<file path="config.mk">
export PLATFORM = sky130hd
export DESIGN_NAME = ps2_key_decoder
export DESIGN_NICKNAME = d
export VERILOG_FILES = /design/src/rtl/ps2_key_decoder_pkg.sv /design/src/rtl/ps2_keymap.sv /design/src/rtl/ps2_key_decoder.sv
export SDC_FILE = /design/constraint.sdc
export NUM_CORES = 1
export LEC_CHECK = 0
export CAP_MARGIN = 20
export CORE_UTILIZATION = 43
export DETAILED_ROUTE_END_ITERATION = 8
export PLACE_DENSITY_LB_ADDON = 0.05
export RECOVER_POWER = 50
export SETUP_SLACK_MARGIN = 0.02
export SLEW_MARGIN = 0
export SYNTH_ARGS = -nofsm -noshare
export SYNTH_HDL_FRONTEND = slang
export SYNTH_SLANG_ARGS = --single-unit
</file>
<file path="constraint.sdc">
create_clock -name clk -period 3.04 [get_ports clk]
set_clock_uncertainty 0.2 [all_clocks]
set_input_delay 0.608 -clock clk [delete_from_list [all_inputs] [get_ports clk]]
set_output_delay 0.608 -clock clk [all_outputs]
set_load 0.02 [all_outputs]
</file>
<file path="src/rtl/ps2_key_decoder_pkg.sv">
// Shared types and constants for the PS/2 key decoder: receiver states,
// key_held bit positions and the E0/F0 prefix bytes.
package ps2_key_decoder_pkg;

  typedef enum logic [1:0] {
    IDLE,
    DATA,
    PARITY,
    STOP
  } Ps2State;

  localparam logic [7:0] PS2_EXT = 8'hE0;
  localparam logic [7:0] PS2_BRK = 8'hF0;

  localparam int KEY_COUNT = 13;

  localparam int KEY_A        = 0;
  localparam int KEY_S        = 1;
  localparam int KEY_D        = 2;
  localparam int KEY_F        = 3;
  localparam int KEY_G        = 4;
  localparam int KEY_H        = 5;
  localparam int KEY_J        = 6;
  localparam int KEY_UP       = 7;
  localparam int KEY_DOWN     = 8;
  localparam int KEY_LEFT     = 9;
  localparam int KEY_RIGHT    = 10;
  localparam int KEY_OCT_DOWN = 11;
  localparam int KEY_OCT_UP   = 12;

endpackage

</file>
<file path="src/rtl/ps2_keymap.sv">
// Combinational lookup from (scan code, extended flag) to a key_held bit index.
// Kept apart from the receiver so the key layout can be edited on its own.
module ps2_keymap
  import ps2_key_decoder_pkg::*;
(
  input  logic [7:0] i_code,
  input  logic       i_ext,
  output logic       o_hit,
  output logic [3:0] o_idx
);

  // The extended flag is part of the match key, so a plain 75 is not "up".
  always_comb begin
    o_hit = 1'b1;
    o_idx = 4'd0;
    case ({i_ext, i_code})
      9'h01C:  o_idx = 4'(KEY_A);
      9'h01B:  o_idx = 4'(KEY_S);
      9'h023:  o_idx = 4'(KEY_D);
      9'h02B:  o_idx = 4'(KEY_F);
      9'h034:  o_idx = 4'(KEY_G);
      9'h033:  o_idx = 4'(KEY_H);
      9'h03B:  o_idx = 4'(KEY_J);
      9'h175:  o_idx = 4'(KEY_UP);
      9'h172:  o_idx = 4'(KEY_DOWN);
      9'h16B:  o_idx = 4'(KEY_LEFT);
      9'h174:  o_idx = 4'(KEY_RIGHT);
      9'h01A:  o_idx = 4'(KEY_OCT_DOWN);
      9'h022:  o_idx = 4'(KEY_OCT_UP);
      default: o_hit = 1'b0;
    endcase
  end

endmodule

</file>
<file path="src/rtl/ps2_key_decoder.sv">
// PS/2 keyboard receiver: frames bytes, resolves E0/F0 prefixes into key events
// and tracks 13 held keys. Define PS2_TIMEOUT_EN to abandon stalled frames.
module ps2_key_decoder
  import ps2_key_decoder_pkg::*;
#(
  parameter int TIMEOUT_CYCLES = 200000
) (
  input  logic                 clk,
  input  logic                 sys_rst_n,
  input  logic                 ps2_clk,
  input  logic                 ps2_data,
  output logic [7:0]           code,
  output logic                 code_ext,
  output logic                 code_break,
  output logic                 code_valid,
  output logic                 frame_err,
  output logic [KEY_COUNT-1:0] key_held
);

  logic [1:0]           r_clkSync;
  logic [1:0]           r_dataSync;
  logic                 r_clkHist;
  Ps2State              r_state;
  logic [2:0]           r_bitCnt;
  logic [7:0]           r_shift;
  logic                 r_parity;
  logic                 r_extPend;
  logic                 r_brkPend;
  logic [7:0]           r_code;
  logic                 r_codeExt;
  logic                 r_codeBreak;
  logic                 r_codeValid;
  logic                 r_frameErr;
  logic [KEY_COUNT-1:0] r_keyHeld;

  logic                 w_fall;
  logic                 w_bit;
  logic                 w_good;
  logic                 w_hit;
  logic [3:0]           w_idx;

`ifdef PS2_TIMEOUT_EN
  localparam int TW = (TIMEOUT_CYCLES > 2) ? $clog2(TIMEOUT_CYCLES) : 1;
  logic [TW-1:0] r_timer;
`endif

  // Synchronisers reset to the idle-high line level so no false edge appears.
  always_ff @(posedge clk or negedge sys_rst_n) begin
    if (!sys_rst_n) begin
      r_clkSync  <= 2'b11;
      r_dataSync <= 2'b11;
      r_clkHist  <= 1'b1;
    end else begin
      r_clkSync  <= {r_clkSync[0], ps2_clk};
      r_dataSync <= {r_dataSync[0], ps2_data};
      r_clkHist  <= r_clkSync[1];
    end
  end

  assign w_fall = r_clkHist & ~r_clkSync[1];
  assign w_bit  = r_dataSync[1];
  assign w_good = w_bit & (^{r_shift, r_parity});

  ps2_keymap u_keymap (
    .i_code (r_shift),
    .i_ext  (r_extPend),
    .o_hit  (w_hit),
    .o_idx  (w_idx)
  );

  always_ff @(posedge clk or negedge sys_rst_n) begin
    if (!sys_rst_n) begin
      r_state     <= IDLE;
      r_bitCnt    <= 3'd0;
      r_shift     <= 8'h00;
      r_parity    <= 1'b0;
      r_extPend   <= 1'b0;
      r_brkPend   <= 1'b0;
      r_code      <= 8'h00;
      r_codeExt   <= 1'b0;
      r_codeBreak <= 1'b0;
      r_codeValid <= 1'b0;
      r_frameErr  <= 1'b0;
      r_keyHeld   <= '0;
`ifdef PS2_TIMEOUT_EN
      r_timer     <= '0;
`endif
    end else begin
      r_codeValid <= 1'b0;
      r_frameErr  <= 1'b0;
      if (w_fall) begin
`ifdef PS2_TIMEOUT_EN
        r_timer <= '0;
`endif
        case (r_state)
          IDLE: begin
            if (!w_bit) begin
              r_state  <= DATA;
              r_bitCnt <= 3'd0;
            end
          end
          DATA: begin
            r_shift  <= {w_bit, r_shift[7:1]};
            r_bitCnt <= r_bitCnt + 3'd1;
            if (r_bitCnt == 3'd7) r_state <= PARITY;
          end
          PARITY: begin
            r_parity <= w_bit;
            r_state  <= STOP;
          end
          STOP: begin
            r_state <= IDLE;
            if (!w_good) begin
              r_frameErr <= 1'b1;
              r_extPend  <= 1'b0;
              r_brkPend  <= 1'b0;
            end else if (r_shift == PS2_EXT) begin
              r_extPend <= 1'b1;
            end else if (r_shift == PS2_BRK) begin
              r_brkPend <= 1'b1;
            end else begin
              r_code      <= r_shift;
              r_codeExt   <= r_extPend;
              r_codeBreak <= r_brkPend;
              r_codeValid <= 1'b1;
              r_extPend   <= 1'b0;
              r_brkPend   <= 1'b0;
              if (w_hit) r_keyHeld[w_idx] <= ~r_brkPend;
            end
          end
          default: r_state <= IDLE;
        endcase
      end
`ifdef PS2_TIMEOUT_EN
      else if (r_state != IDLE) begin
        if (r_timer == TW'(TIMEOUT_CYCLES - 1)) begin
          r_state    <= IDLE;
          r_timer    <= '0;
          r_extPend  <= 1'b0;
          r_brkPend  <= 1'b0;
          r_frameErr <= 1'b1;
        end else begin
          r_timer <= r_timer + 1'b1;
        end
      end
`endif
    end
  end

  assign code       = r_code;
  assign code_ext   = r_codeExt;
  assign code_break = r_codeBreak;
  assign code_valid = r_codeValid;
  assign frame_err  = r_frameErr;
  assign key_held   = r_keyHeld;

endmodule

</file>
==> metrics.txt <==
# TYPE chip_impl_metric gauge
chip_impl_metric{name="static_power_due_to_leakage",unit="nW"} 1.24
chip_impl_info{name="grt_setup_unrepaired",value="false"} 1
chip_impl_metric{name="grt_pass1_vias",unit=""} 1537
chip_impl_metric{name="setup_viol_count_final",unit=""} 0
chip_impl_metric{name="finalCriticalPeriod",unit="ns"} 2.42
chip_impl_info{name="run_status",value="complete, no violations"} 1
chip_impl_metric{name="die-width",unit="um"} 75.8
chip_impl_info{name="worstHoldPathType",value="reg2reg"} 1
chip_impl_metric{name="gr-usage-all-layers",unit=""} 0.182
chip_impl_info{name="worst_setup_path_start_kind",value="flop"} 1
chip_impl_metric{name="slew_violations",unit=""} 0
chip_impl_info{name="library_cell_with_the_largest_summed_area_after_synthesis",value="sky130_fd_sc_hd__dfrtp_1"} 1
chip_impl_info{name="worstSetupEndpointType",value="flop"} 1
chip_impl_metric{name="maximum_number_of_pins_on_one_net_before_global_route_repair",unit=""} 47
chip_impl_metric{name="final_nets",unit=""} 229
chip_impl_metric{name="synth_cells",unit=""} 191
chip_impl_metric{name="final_design_area_no_fill",unit="um^2"} 2740
chip_impl_metric{name="core-area",unit="um^2"} 5170
chip_impl_metric{name="worst_setup_hold_path_clk_slew",unit="ns"} 0.08
chip_impl_metric{name="synth-warning-count",unit=""} 0
chip_impl_metric{name="period_share",unit=""} 0.796
chip_impl_metric{name="overflow",unit=""} 0
chip_impl_metric{name="synth_area",unit="um^2"} 2340
chip_impl_info{name="synth_top_cells_by_area",value="sky130_fd_sc_hd__dfrtp_1 44%, sky130_fd_sc_hd__mux2i_1 6.4%, sky130_fd_sc_hd__mux2_4 5.8%"} 1
chip_impl_metric{name="grt_antenna_before_repair",unit=""} 0
chip_impl_metric{name="net-switching-power",unit="W"} 0.000796
chip_impl_metric{name="netlist.area_leader.share",unit=""} 0.438
chip_impl_metric{name="cts_max_level",unit=""} 2
chip_impl_metric{name="post_cts_buffers",unit=""} 0
chip_impl_metric{name="grt_first_pass_wirelength",unit="um"} 7530
chip_impl_metric{name="power_frac_seq",unit=""} 0.406
chip_impl_info{name="critical-path-slowest-cell",value="sky130_fd_sc_hd__dfrtp_1"} 1
chip_impl_metric{name="num_vias",unit=""} 1526
chip_impl_metric{name="floorplan.initialDensity",unit=""} 0.453
chip_impl_metric{name="sw_frac_of_total",unit=""} 0.375
chip_impl_metric{name="core.rowCount",unit=""} 26
chip_impl_metric{name="cp_buf_inv_count",unit=""} 1
chip_impl_metric{name="sequential_cell_area",unit="um^2"} 1160
chip_impl_metric{name="clock.fmax",unit="MHz"} 413
chip_impl_metric{name="ctsLongestPathBuffers",unit=""} 2
chip_impl_metric{name="layout-drive-gt1-share",unit=""} 0.182
chip_impl_metric{name="power-per-cell-area",unit="nW/um^2"} 776
chip_impl_metric{name="share_of_flip_flops_with_an_asynchronous_set_or_reset",unit=""} 1.00
chip_impl_metric{name="ant_nets",unit=""} 0
chip_impl_info{name="synth.cells.most_frequent",value="41 x sky130_fd_sc_hd__dfrtp_1, 17 x sky130_fd_sc_hd__inv_1, 15 x sky130_fd_sc_hd__mux2i_1, 10 x sky130_fd_sc_hd__mux2_2, 9 x sky130_fd_sc_hd__mux2_4"} 1
chip_impl_metric{name="avgViaCountPerCell",unit=""} 5.26
chip_impl_metric{name="timing_hold_violations_final",unit=""} 0
chip_impl_metric{name="max_transition_margin",unit=""} 0.459
chip_impl_metric{name="drt_drc_violations_left",unit=""} 0
chip_impl_info{name="synth.most_common_cell",value="sky130_fd_sc_hd__dfrtp_1"} 1
chip_impl_metric{name="cp.arrival",unit="ns"} 2.41
chip_impl_metric{name="n_fill_cell",unit=""} 453
chip_impl_metric{name="dieHeight",unit="um"} 75.8
chip_impl_metric{name="edff_count_synth",unit=""} 0
chip_impl_metric{name="clock_insertion_delay_worst_skew",unit="ns"} 0.30
chip_impl_metric{name="wl",unit="um"} 4450
chip_impl_metric{name="clkSinkCount",unit=""} 46
chip_impl_metric{name="design.die.area",unit="um^2"} 5750
chip_impl_metric{name="routedWlPerCell",unit="um"} 15.3
chip_impl_metric{name="critPathMaxFanout",unit=""} 11
chip_impl_metric{name="io-pin-count",unit=""} 29
chip_impl_metric{name="detailed_place_hpwl",unit="um"} 3210
chip_impl_metric{name="antenna_fix_cells",unit=""} 0
chip_impl_metric{name="syn-mean-instance-area",unit="um^2"} 12.3
chip_impl_metric{name="dpl-instance-area",unit="um^2"} 2630
chip_impl_metric{name="tritoncts.num_buffers",unit=""} 5
chip_impl_metric{name="clockPowerShare",unit=""} 0.182
chip_impl_info{name="timing.setup.critical_path_class",value="reg2reg"} 1
chip_impl_info{name="timing.critical_path.max_delay_family",value="flip-flops"} 1
chip_impl_metric{name="dr.pass1.iters",unit=""} 4
chip_impl_metric{name="finalSetupTns",unit="ns"} 0
chip_impl_metric{name="routabilityCongestion",unit=""} 0.902
chip_impl_metric{name="area_growth_syn_to_layout",unit="%"} 16.8
chip_impl_metric{name="ys_seq_area_frac",unit=""} 0.494
chip_impl_metric{name="area_occupied_by_multi_input_gates",unit="um^2"} 1040
chip_impl_metric{name="combPwrFrac",unit=""} 0.412
chip_impl_metric{name="data_required_time_of_the_critical_path",unit="ns"} 3.03
chip_impl_metric{name="drt_first_iter_violations",unit=""} 82
chip_impl_metric{name="place.detailed.instances",unit=""} 280
chip_impl_metric{name="timing_worst_slew_pin_value",unit="ns"} 0.811
chip_impl_info{name="critical_path.cell_chain",value="xor3_2 > a2111o_1 > mux2i_1 > buf_4 > mux2_2"} 1
chip_impl_metric{name="maxCapViolations",unit=""} 0
chip_impl_metric{name="vdd.ir_drop.worst",unit="V"} 0.000403
chip_impl_metric{name="buffer_ports.inserted",unit=""} 28
chip_impl_metric{name="fin_cells",unit=""} 290
chip_impl_info{name="cts-root-buf",value="sky130_fd_sc_hd__clkbuf_8"} 1
chip_impl_metric{name="internal_power",unit="W"} 0.00133
chip_impl_info{name="dominantRegCellSynth",value="sky130_fd_sc_hd__dfrtp_1"} 1
chip_impl_metric{name="cp_slowest_stage_delay",unit="ns"} 0.57
chip_impl_metric{name="ys_ff_latch",unit=""} 46
chip_impl_metric{name="synth_cell_types",unit=""} 43
chip_impl_metric{name="syn_nets",unit=""} 201
chip_impl_info{name="clock_tree_from_tritoncts",value="built"} 1
cells by family after synthesis:
kind of cell,count (synthesis),share of synthesized area
compound gates,15,0.0459
buf+inv,27,0.0641
xor+xnor,7,0.0491
simple gates,56,0.145
mux,34,0.170
fa+ha+maj,6,0.0320
flops,46,0.494
power groups by stage:
stage | Clock [W] | Sequential [W] | Combinational (W)
2_1_floorplan | 0 | 0.000821 | 0.000806
3_3_place_gp | 0 | 0.000863 | 0.000844
3_5_place_dp | 0 | 0.000875 | 0.000870
4_1_cts | 0.000403 | 0.000863 | 0.000873
5_1_grt | 0.000428 | 0.000884 | 0.000960
6_report | 0.000386 | 0.000863 | 0.000875
cell usage in the layout (no fill, tap or decap), types with 2 or more instances in the layout:
| cell | count |
|---|---|
| sky130_fd_sc_hd__dfrtp_1 | 41 |
| sky130_fd_sc_hd__clkdlybuf4s50_1 | 25 |
| sky130_fd_sc_hd__inv_1 | 17 |
| sky130_fd_sc_hd__mux2i_1 | 15 |
| sky130_fd_sc_hd__mux2_2 | 10 |
| sky130_fd_sc_hd__mux2_4 | 9 |
| sky130_fd_sc_hd__nor4_1 | 8 |
| sky130_fd_sc_hd__nand2_1 | 8 |
| sky130_fd_sc_hd__nor2_1 | 6 |
| sky130_fd_sc_hd__nand4_1 | 6 |
| sky130_fd_sc_hd__nand3_1 | 6 |
| sky130_fd_sc_hd__ha_1 | 6 |
| sky130_fd_sc_hd__clkbuf_8 | 6 |
| sky130_fd_sc_hd__o21ai_0 | 4 |
| sky130_fd_sc_hd__xnor2_1 | 3 |
| sky130_fd_sc_hd__nand3b_1 | 3 |
| sky130_fd_sc_hd__nor2b_1 | 3 |
| sky130_fd_sc_hd__dlygate4sd3_1 | 3 |
| sky130_fd_sc_hd__dfstp_2 | 3 |
| sky130_fd_sc_hd__xor3_2 | 2 |
| sky130_fd_sc_hd__and2_1 | 2 |
| sky130_fd_sc_hd__a22o_1 | 2 |
| sky130_fd_sc_hd__o31ai_1 | 2 |
| sky130_fd_sc_hd__or3_1 | 2 |
| sky130_fd_sc_hd__or3b_2 | 2 |
| sky130_fd_sc_hd__nor4_2 | 2 |
| sky130_fd_sc_hd__dfstp_1 | 2 |
layer usage:
metal / global-route usage / wire [um] / share of wire
met4: 0.0823 / 120 / 0.027
met3: 0.0489 / 204 / 0.046
met5: 0 / 0 / 0
met2: 0.285 / 2080 / 0.47
met1: 0.235 / 2050 / 0.46
worst register-to-register path: cells and delay by family, from the launching register on:
kind	cells	cell delay (ns)
flip-flops	1	0.57
AO/OA/AOI/OAI	1	0.31
multiplexers	2	0.52
buffers and inverters	1	0.25
XOR/XNOR	1	0.47
metrics by stage:
stage | setup slack [ns] | power, W | util | hold slack, ns
after global placement | 0.721 | 0.00171 | 0.508 | 0.148
after CTS | 0.648 | 0.00214 | 0.526 | 0.159
after detailed placement | 0.669 | 0.00175 | 0.508 | 0.147
after floorplan | 0.840 | 0.00163 | - | 0.112
after global routing | 0.456 | 0.00227 | 0.529 | 0.162
final | 0.621 | 0.00212 | 0.529 | 0.159
timing repair:
action                    4_1_cts  5_1_grt
resized for setup               0        0
hold endpoints to repair        0        5
hold buffers                    0        1
cell type report:
| class | count | area share |
|---|---|---|
| clock buffers | 6 | 0.0302 |
| clock inverters | 2 | 0.00457 |
| inverters | 17 | 0.0233 |
| multi-input cells | 118 | 0.379 |
| flip-flops and latches | 46 | 0.423 |
| well taps | 70 | 0.0320 |
| repair buffers | 31 | 0.108 |
worst paths after layout:
check / start / to / slack, ns / cells after the start
worst min register to register: r_dataSync[0] / r_dataSync[1] / 0.16 / 0
min in group asynchronous: sys_rst_n / code_ext / 0.63 / 2
worst max-delay path: r_shift[4] / code_break / 0.62 / 5
worst max register to register: r_shift[4] / code_break / 0.62 / 5
worst min-delay path: r_dataSync[0] / r_dataSync[1] / 0.16 / 0
max in group asynchronous: sys_rst_n / key_held[6] / 0.78 / 3
flip-flops by register name (all words and copies together) (netlist names), 2 cells and up:
signal and cells:
code 8, r_bitCnt 3, r_shift 8, r_clkSync 2, r_state 2, r_dataSync 2
key_held 13
(Power assumes the default switching activity.)
